`src/rtl/ciq_alloc_if.sv`:
```
// ciq_alloc_if: rename dispatch, CIQ write port and arbiter release signals of the CIQ allocator
interface ciq_alloc_if #(
    parameter int INSTR_NUM = 4,
    parameter int ISSUE_NUM = 4,
    parameter int ADDR_W    = 4,
    parameter int AGE       = 5
);
    logic                                flush;
    logic [INSTR_NUM-1:0]                dispatch_valid;
    logic                                dispatch_ready;
    logic [INSTR_NUM-1:0][ADDR_W-1:0]    free_addr;
    logic [INSTR_NUM-1:0]                free_valid;
    logic [INSTR_NUM-1:0][AGE-1:0]       age;
    logic [ISSUE_NUM-1:0][ADDR_W-1:0]    arbit_addr;
    logic [ISSUE_NUM-1:0]                arbit_grant;
    logic [ADDR_W:0]                     free_count;
    modport master (
        output flush, dispatch_valid, arbit_addr, arbit_grant,
        input  dispatch_ready, free_addr, free_valid, age, free_count
    );
    modport slave (
        input  flush, dispatch_valid, arbit_addr, arbit_grant,
        output dispatch_ready, free_addr, free_valid, age, free_count
    );
endinterface

```
`src/rtl/ciq_alloc.sv`:
```
// ciq_alloc: free-entry tracker and all-or-nothing allocator for the issue queue; CIQ_ALLOC_PERF_EN adds stall_cnt
module ciq_alloc #(
    parameter int INSTR_NUM = 4,
    parameter int ISSUE_NUM = 4,
    parameter int CIQ_DEPTH = 16,
    parameter int ADDR_W    = 4,
    parameter int AGE       = 5
) (
    input logic        clk,
    input logic        rst,
    ciq_alloc_if.slave bus
`ifdef CIQ_ALLOC_PERF_EN
    ,
    output logic [15:0] stall_cnt
`endif
);
    localparam int IDX_W = $clog2(INSTR_NUM);
    logic [CIQ_DEPTH-1:0]             free_vec, rel_mask, alloc_mask;
    logic [AGE-1:0]                   age_ctr;
    logic [ADDR_W:0]                  n_free, n_req;
    logic [INSTR_NUM-1:0][ADDR_W-1:0] sel;
    logic [IDX_W-1:0]                 rank;
    logic                             ready;
    assign bus.dispatch_ready = ready;
    assign bus.free_count     = rst ? (ADDR_W+1)'(CIQ_DEPTH) : n_free;
    // count free entries and list the lowest INSTR_NUM of them in index order
    always_comb begin
        sel    = '0;
        n_free = '0;
        for (int e = 0; e < CIQ_DEPTH; e++)
            if (free_vec[e]) begin
                if (n_free < (ADDR_W+1)'(INSTR_NUM)) sel[n_free[IDX_W-1:0]] = ADDR_W'(e);
                n_free = n_free + (ADDR_W+1)'(1);
            end
    end
    // accept the whole group or nothing; each valid slot takes the free entry matching its rank
    always_comb begin
        n_req = '0;
        for (int i = 0; i < INSTR_NUM; i++) n_req = n_req + (ADDR_W+1)'(bus.dispatch_valid[i]);
        ready          = !rst && !bus.flush && (n_free >= n_req);
        rank           = '0;
        alloc_mask     = '0;
        bus.free_valid = '0;
        bus.free_addr  = '0;
        bus.age        = '0;
        for (int i = 0; i < INSTR_NUM; i++) begin
            if (bus.dispatch_valid[i] && ready) begin
                bus.free_valid[i]     = 1'b1;
                bus.free_addr[i]      = sel[rank];
                bus.age[i]            = age_ctr + AGE'(rank);
                alloc_mask[sel[rank]] = 1'b1;
            end
            rank = rank + IDX_W'(bus.dispatch_valid[i]);
        end
    end
    // entries handed back by the arbiter; duplicate addresses simply OR together
    always_comb begin
        rel_mask = '0;
        for (int j = 0; j < ISSUE_NUM; j++)
            if (bus.arbit_grant[j]) rel_mask[bus.arbit_addr[j]] = 1'b1;
    end
    // pool and age counter update; allocation beats a same-cycle release of the same entry
    always_ff @(posedge clk) begin
        if (rst || bus.flush) begin
            free_vec <= '1;
            age_ctr  <= '0;
        end else begin
            free_vec <= (free_vec | rel_mask) & ~alloc_mask;
            if (ready) age_ctr <= age_ctr + AGE'(n_req);
        end
    end
    // releasing an entry that is already free points at an arbiter bug
    always_ff @(posedge clk) begin
        if (!rst && !bus.flush) assert ((rel_mask & free_vec & ~alloc_mask) == '0);
    end
`ifdef CIQ_ALLOC_PERF_EN
    // saturating count of cycles where rename had work but was held off
    always_ff @(posedge clk) begin
        if (rst) stall_cnt <= '0;
        else if (n_req != '0 && !ready && stall_cnt != 16'hFFFF) stall_cnt <= stall_cnt + 16'd1;
    end
`endif
endmodule

```
`src/flat_wrapper.sv`:
```
// flat-port wrapper written by rule: the top's interface ports become plain ports
module ciq_alloc_flat 
#(
    parameter int INSTR_NUM = 4,
    parameter int ISSUE_NUM = 4,
    parameter int CIQ_DEPTH = 16,
    parameter int ADDR_W    = 4,
    parameter int AGE       = 5
)
  (clk, rst, bus_flush, bus_dispatch_valid, bus_arbit_addr, bus_arbit_grant, bus_dispatch_ready, bus_free_addr, bus_free_valid, bus_age, bus_free_count);
  ciq_alloc_if #(.INSTR_NUM(INSTR_NUM), .ISSUE_NUM(ISSUE_NUM), .ADDR_W(ADDR_W), .AGE(AGE)) bus_i ();
  input logic clk;
  input logic rst;
  input wire logic [$bits(bus_i.flush)-1:0] bus_flush;
  input wire logic [$bits(bus_i.dispatch_valid)-1:0] bus_dispatch_valid;
  input wire logic [$bits(bus_i.arbit_addr)-1:0] bus_arbit_addr;
  input wire logic [$bits(bus_i.arbit_grant)-1:0] bus_arbit_grant;
  output wire logic [$bits(bus_i.dispatch_ready)-1:0] bus_dispatch_ready;
  output wire logic [$bits(bus_i.free_addr)-1:0] bus_free_addr;
  output wire logic [$bits(bus_i.free_valid)-1:0] bus_free_valid;
  output wire logic [$bits(bus_i.age)-1:0] bus_age;
  output wire logic [$bits(bus_i.free_count)-1:0] bus_free_count;
  assign bus_i.flush = bus_flush;
  assign bus_i.dispatch_valid = bus_dispatch_valid;
  assign bus_i.arbit_addr = bus_arbit_addr;
  assign bus_i.arbit_grant = bus_arbit_grant;
  assign bus_dispatch_ready = bus_i.dispatch_ready;
  assign bus_free_addr = bus_i.free_addr;
  assign bus_free_valid = bus_i.free_valid;
  assign bus_age = bus_i.age;
  assign bus_free_count = bus_i.free_count;
  ciq_alloc #(.INSTR_NUM(INSTR_NUM), .ISSUE_NUM(ISSUE_NUM), .CIQ_DEPTH(CIQ_DEPTH), .ADDR_W(ADDR_W), .AGE(AGE)) u_core (.clk(clk), .rst(rst), .bus(bus_i));
endmodule
```
`config.mk`:
```
export PLATFORM = sky130hd
export DESIGN_NAME = ciq_alloc_flat
export DESIGN_NICKNAME = d
export VERILOG_FILES = /design/src/rtl/ciq_alloc_if.sv /design/src/rtl/ciq_alloc.sv /design/src/flat_wrapper.sv
export SDC_FILE = /design/constraint.sdc
export NUM_CORES = 1
export LEC_CHECK = 0
export CORE_MARGIN = 2
export CORE_UTILIZATION = 60
export CTS_BUF_LIST = sky130_fd_sc_hd__clkbuf_8
export DETAILED_ROUTE_END_ITERATION = 10
export PLACE_DENSITY = 0.84
export SYNTH_ARGS = -nofsm -noshare
export SYNTH_HDL_FRONTEND = slang
export SYNTH_SLANG_ARGS = --single-unit
```
`constraint.sdc`:
```
create_clock -name clk -period 14.8 [get_ports clk]
set_clock_uncertainty 0.2 [all_clocks]
set_input_delay 1.48 -clock clk [delete_from_list [all_inputs] [get_ports clk]]
set_output_delay 1.48 -clock clk [all_outputs]
set_load 0.005 [all_outputs]
```
-- After elaboration in Yosys (flattened, before gate mapping)
Cells that the tools add are included.
- flip-flop bits (word level): 21
- input port bits: 27
- logic and storage cells: 291
- $lt $le $gt $ge: 65
- bitwise operators: 49
- reductions and logical operators: 32
- multiplexer cells: 119
- add/sub/neg operators: 24
- operators with widths (operator ; count):
    16-bit two-way mux ; 37
    16-bit bitwise OR ; 8
    4-bit demux with 2-bit select ; 15
    5-bit two-way mux ; 20
    4-bit two-way mux ; 23
    5-bit by 1-bit adder with 5-bit output, second input constant ; 14
    5-bit by 3-bit < comparator with 1-bit output, second input constant ; 14
    8-bit AND ; 6
    2-bit by 3-bit < comparator with 1-bit output, second input constant ; 16
    8-bit NOT ; 6
    12-bit bitwise OR ; 4
    8-bit bitwise OR ; 6
    4-bit by 5-bit < comparator with 1-bit output, second input constant ; 8
    12-bit AND ; 3
    12-bit NOT ; 3
    1-bit demux with 4-bit select ; 8
    4-bit by 1-bit >= comparator with 1-bit output, second input constant ; 8
    1-bit logical AND ; 29
    2-bit by 1-bit >= comparator with 1-bit output, second input constant ; 14
    16-bit AND ; 1
    4-bit AND ; 4
    4-bit binary-select mux with 2-bit select ; 2
    16-bit NOT ; 1
    4-bit NOT ; 4
    14 further kinds ; 35

-- Depth between registers and ports, before layout
- depth after elaboration: 64
- gate-level depth with buffers: 60

-- Worst setup path before layout
Ideal clock, no wire load.
- kind: reg2out
- from: register u_core.free_vec[0]
- to: output bus_age[0]
- data arrival time: 10.354 ns
- required time: 13.120 ns
- setup slack: 2.766 ns
- stages on the path, launching flop included: 55
- path through: dfxtp_1 > ha_1 > nor2b_2 > or2_2 > ha_1 > nand2b_1 > o31ai_4 > inv_1 > ha_1 > nand2_1 > o21ai_0 > ha_1 > nand2_1 > o21a_1 > nand2_1 > ha_1 > nand2b_1 > o21a_1 > (+19 left out) > nand2_1 > o21ai_0 > inv_1 > ha_1 > nand2_1 > o21ai_0 > ha_1 > mux2i_1 > ha_1 > mux2_2 > ha_1 > a21o_1 > a21oi_1 > a21oi_2 > nand2_1 > inv_1 > buf_2 > and2_1
- cells in the longest elaborated chain, start to end: 35
- ends and longest elaborated chain (element ; RTL line ; RTL):
    start, declared ; ciq_alloc.sv:18 ; logic [CIQ_DEPTH-1:0] free_vec, rel_mask, alloc_mask;
    start signal, assigned ; ciq_alloc.sv:68 ; free_vec <= (free_vec | rel_mask) & ~alloc_mask;
    1-bit two-way mux (*) ; ciq_alloc.sv:31 ; if (free_vec[e]) begin
    1-bit by 1-bit adder with 2-bit output ; ciq_alloc.sv:33 ; n_free = n_free + (ADDR_W+1)'(1);
    5-bit two-way mux (*) ; ciq_alloc.sv:31 ;
    5-bit by 1-bit adder with 5-bit output ; ciq_alloc.sv:33 ;
    5-bit two-way mux (*) ; ciq_alloc.sv:31 ;
    5-bit by 1-bit adder with 5-bit output ; ciq_alloc.sv:33 ;
    5-bit two-way mux (*) ; ciq_alloc.sv:31 ;
    5-bit by 1-bit adder with 5-bit output ; ciq_alloc.sv:33 ;
    (+20 left out) ; -- ;
    5-bit two-way mux (*) ; ciq_alloc.sv:31 ;
    5-bit by 1-bit adder with 5-bit output ; ciq_alloc.sv:33 ;
    5-bit two-way mux (*) ; ciq_alloc.sv:31 ;
    5-bit >= comparator (*) ; ciq_alloc.sv:40 ; ready = !rst && !bus.flush && (n_free >= n_req);
    1-bit logical AND (*) ; ciq_alloc.sv:40 ;
    named net bus_dispatch_ready ; flat_wrapper.sv:18 ; output wire logic [$bits(bus_i.dispatch_ready)-1:0] bus_dispatch_ready;
    1-bit logical AND (*) ; ciq_alloc.sv:47 ; if (bus.dispatch_valid[i] && ready) begin
    5-bit two-way mux (*) ; ciq_alloc.sv:47 ;
    end, declared ; flat_wrapper.sv:21 ; output wire logic [$bits(bus_i.age)-1:0] bus_age;
The timed path passes the listed nets; every way through them passes the cells marked *.

-- Worst setup path after layout
- from: register u_core.free_vec[0]
- to: output bus_free_addr[5]
- cells in the longest elaborated chain, start to end: 52
- elaborated cells on any way between the ends: 169
- those cells by class: 15 x add/sub; 43 x order compare; 75 x mux; 20 x bitwise; 16 x reduce/logical
- ends and longest elaborated chain (element ; RTL line ; RTL):
    1-bit two-way mux (*) ; ciq_alloc.sv:31 ;
    1-bit by 1-bit adder with 2-bit output ; ciq_alloc.sv:33 ;
    5-bit two-way mux (*) ; ciq_alloc.sv:31 ;
    branches (longest 48 deep; another with 5-bit by 1-bit adder with 5-bit output) ; -- ;
    4-bit two-way mux (*) ; ciq_alloc.sv:47 ;
    end, declared ; flat_wrapper.sv:19 ; output wire logic [$bits(bus_i.free_addr)-1:0] bus_free_addr;
Every way passes the cells marked *. The select of a mux whose other input is x is not followed.

==> impl_metrics.prom <==
# TYPE chip_impl_metric gauge
chip_impl_metric{name="avgViaCountPerCell",unit=""} 6.70
chip_impl_metric{name="ys_seq_elements",unit=""} 21
chip_impl_metric{name="routedLengthMet1",unit="µm"} 9160
chip_impl_info{name="min_path_type",value="reg2reg"} 1
chip_impl_metric{name="critical_path.max_stage_delay",unit="ns"} 0.60
chip_impl_metric{name="cts_buffers",unit=""} 3
chip_impl_metric{name="cts.reportedPaths.clkPinSlew",unit="ns"} 0.11
chip_impl_metric{name="antenna_fix_cells",unit=""} 0
chip_impl_metric{name="via_count_of_the_first_global_routing_pass",unit=""} 6840
chip_impl_metric{name="cap_viol_max_count",unit=""} 0
chip_impl_metric{name="area.growth.synth_to_final",unit="%"} 11.5
chip_impl_metric{name="drt_pass1_iterations",unit=""} 6
chip_impl_metric{name="drt-initial-drc-count",unit=""} 869
chip_impl_metric{name="critical_path_peak_fanout",unit=""} 14
chip_impl_metric{name="cts_hold_buffers",unit=""} 0
chip_impl_metric{name="io_pins",unit=""} 73
chip_impl_metric{name="setup_viol",unit=""} 0
chip_impl_metric{name="yosysSeqAreaShare",unit="%"} 6.01
chip_impl_metric{name="htree_num_levels",unit=""} 1
chip_impl_info{name="worst-setup-path-type",value="reg2out"} 1
chip_impl_metric{name="clockBufferDepth",unit=""} 2
chip_impl_metric{name="placement.io_buffers",unit=""} 72
chip_impl_metric{name="postRouteWirelength",unit="µm"} 21500
chip_impl_metric{name="detailroute.wirelength.met3",unit="µm"} 1950
chip_impl_metric{name="synth_cells",unit=""} 949
chip_impl_metric{name="postLayoutSetupSlackWorst",unit="ns"} 0.833
chip_impl_metric{name="synth_enable_flop_cells",unit=""} 0
chip_impl_metric{name="fill_cells",unit=""} 986
chip_impl_metric{name="cp_data_arrival_time",unit="ns"} 12.29
chip_impl_metric{name="die-area",unit="mm²"} 0.0125
chip_impl_metric{name="syn_nets",unit=""} 1055
chip_impl_info{name="cts.root.buffer_cell",value="clkbuf_8"} 1
chip_impl_metric{name="timing.max_slew.rel_slack",unit="%"} 29.0
chip_impl_metric{name="critical_path_buf_inv_count",unit=""} 5
chip_impl_metric{name="sinks_on_clock_net",unit=""} 21
chip_impl_metric{name="asyncSetResetFlopFracSynth",unit="%"} 0
chip_impl_metric{name="maxSlewViolCount",unit=""} 0
chip_impl_info{name="synth_area_leader",value="ha_1"} 1
chip_impl_info{name="status",value="finished, final reports clean"} 1
chip_impl_info{name="synth_top_cells_by_area",value="ha_1, dfxtp_1, nor2_1"} 1
chip_impl_metric{name="syn-mean-instance-area",unit="µm²"} 7.37
chip_impl_info{name="highest_layer",value="met4"} 1
chip_impl_metric{name="worst_slack_at_placement",unit="ns"} 0.794
chip_impl_metric{name="number_of_distinct_standard_cells_referenced_by_the_synthesized_netlist",unit=""} 104
chip_impl_metric{name="grt_max_degree",unit=""} 20
chip_impl_metric{name="die_h",unit="µm"} 112
chip_impl_info{name="critPathTopFamily",value="adder cells"} 1
chip_impl_metric{name="final.hold.worst_slack",unit="ns"} 0.460
chip_impl_metric{name="finish.utilization",unit="%"} 68.3
chip_impl_info{name="cp_slowest_cell",value="clkdlybuf4s50_1"} 1
chip_impl_info{name="synth-main-ff-cell",value="dfxtp_1"} 1
chip_impl_metric{name="synth.cell_area",unit="mm²"} 0.00700
chip_impl_metric{name="grt_antenna_before_repair",unit=""} 0
chip_impl_metric{name="timing.fmax",unit="MHz"} 71.6
chip_impl_metric{name="portion_of_the_clock_cycle_consumed_by_the_worst_path_in_the_final_layout",unit="%"} 94.4
chip_impl_metric{name="wire_length_of_the_first_global_routing_pass",unit="µm"} 34700
chip_impl_metric{name="place.detailed.hpwl",unit="µm"} 17400
chip_impl_metric{name="starting_utilization_of_the_core_area",unit="%"} 61.3
chip_impl_metric{name="min_period",unit="ns"} 13.97
chip_impl_metric{name="grt_util_all_layers",unit="%"} 33.0
chip_impl_metric{name="route.detailed.wl_per_inst",unit="µm"} 19.1
chip_impl_metric{name="detail-route-antenna-nets",unit=""} 0
chip_impl_metric{name="clock_insertion_delay_worst_skew",unit="ns"} 0.29
chip_impl_metric{name="die_width",unit="µm"} 112
chip_impl_metric{name="timing.final.hold_violations",unit=""} 0
chip_impl_metric{name="synth-warning-count",unit=""} 0
chip_impl_info{name="commonest_non_fill_non_tap_cell_in_the_layout",value="nor2_1"} 1
chip_impl_metric{name="drive_above_1_share",unit="%"} 8.84
chip_impl_info{name="crit_path_end_kind",value="primary output"} 1
chip_impl_info{name="cts_tree",value="yes"} 1
chip_impl_metric{name="route.vias.total",unit=""} 7546
chip_impl_metric{name="finalWeightedCongestion",unit=""} 1.05
chip_impl_info{name="critPathLaunchType",value="flop"} 1
chip_impl_metric{name="synth_top_area_share",unit="%"} 13.1
chip_impl_metric{name="design.final.nets",unit=""} 1091
chip_impl_info{name="critical_path_most_common_cell",value="ha_1"} 1
chip_impl_metric{name="global_route.overflow_total",unit=""} 0
chip_impl_metric{name="max_slew.worst_pin.slew",unit="ns"} 1.05
chip_impl_metric{name="final_total_negative_setup_slack",unit="ns"} 0
chip_impl_metric{name="drt_drc_violations_left",unit=""} 0
chip_impl_metric{name="floorplan.core_area",unit="mm²"} 0.0114
chip_impl_info{name="mostFrequentLayoutCells",value="nor2_1, nand2_1, ha_1, clkdlybuf4s50_1, nand3_1"} 1
chip_impl_metric{name="worst-endpoint-required",unit="ns"} 13.12
chip_impl_metric{name="met2_length",unit="µm"} 9700
chip_impl_metric{name="floorplan.rows",unit=""} 39
layout make-up:
| cell class | instances | area (µm²) | area share (%) |
|---|---|---|---|
| sequential | 21 | 420 | 5.39 |
| multi-input combinational | 834 | 6220 | 79.8 |
| inverter | 51 | 194 | 2.49 |
| clock buffer | 3 | 41.3 | 0.529 |
| clock inverter | 1 | 7.51 | 0.0962 |
| timing repair buffer | 74 | 736 | 9.43 |
| tap | 143 | 179 | 2.29 |
flip-flops by register name, indices dropped and copies added, names as in the netlist:
register,cells
u_core.age_ctr,5
u_core.free_vec,16
routing by layer:
layer  global-route usage, %  vias up
met1                    45.0     3480
met4                    8.21        0
met5                       0        -
met2                    55.2      425
met3                    4.68       65
li1                        -     3576
cells by family after synthesis:
family                     count (synthesis)  synth area share (%)
AOI/OAI and AO/OA                        222                  23.4
buffers and inverters                     94                  5.81
muxes                                     23                  3.95
xor gates and xnor gates                  69                  12.7
DFF                                       21                  6.01
and+or+nand+nor                          440                  33.2
adders and majority gates                 80                  14.9
stage by stage:
stage          instances  area (µm²)
3_5_place_dp        1123        7700
4_1_cts             1127        7750
5_1_grt             1127        7800
2_1_floorplan        949        7000
3_3_place_gp        1123        7700
6_report            1127        7800
cell usage after synthesis (14+ instances only):
| master | count |
|---|---|
| nor2_1 | 90 |
| nand2_1 | 86 |
| ha_1 | 73 |
| nand3_1 | 51 |
| inv_1 | 48 |
| nor3_1 | 44 |
| a21oi_1 | 35 |
| xnor2_1 | 31 |
| o21ai_0 | 27 |
| clkbuf_1 | 26 |
| dfxtp_1 | 21 |
| nor4_1 | 21 |
| nand4_1 | 20 |
| nor2b_1 | 18 |
| a211oi_1 | 17 |
| mux2i_1 | 15 |
| o22ai_1 | 15 |
| xor2_1 | 15 |
| nand2b_1 | 14 |
worst paths after layout:
path / slack (ns) / start / cells after the start / to
setup / recovery: 0.83 / u_core.free_vec[0] / 53 / bus_free_addr[5]
hold / removal: 0.46 / u_core.age_ctr[0] / 2 / u_core.age_ctr[0]
setup reg to reg: 2.36 / u_core.free_vec[0] / 55 / u_core.free_vec[3]
hold reg to reg: 0.46 / u_core.age_ctr[0] / 2 / u_core.age_ctr[0]
worst reg2reg max path: cells and delay by family, from the launching register on:
kind / cells / cell delay, ns
compound gates: 17 / 3.53
fa+ha+maj: 15 / 4.82
buf+inv: 4 / 0.43
flops: 1 / 0.38
mux: 3 / 0.79
simple gates: 16 / 2.18
what timing repair did:
item | in CTS | in global routing
setup buffers | 0 | 0
endpoints found under the setup margin | 0 | 39
resized for setup | 0 | 13
Power is not shown: default switching activity piles up to over one toggle a cycle in this logic, so the estimate is an artifact.
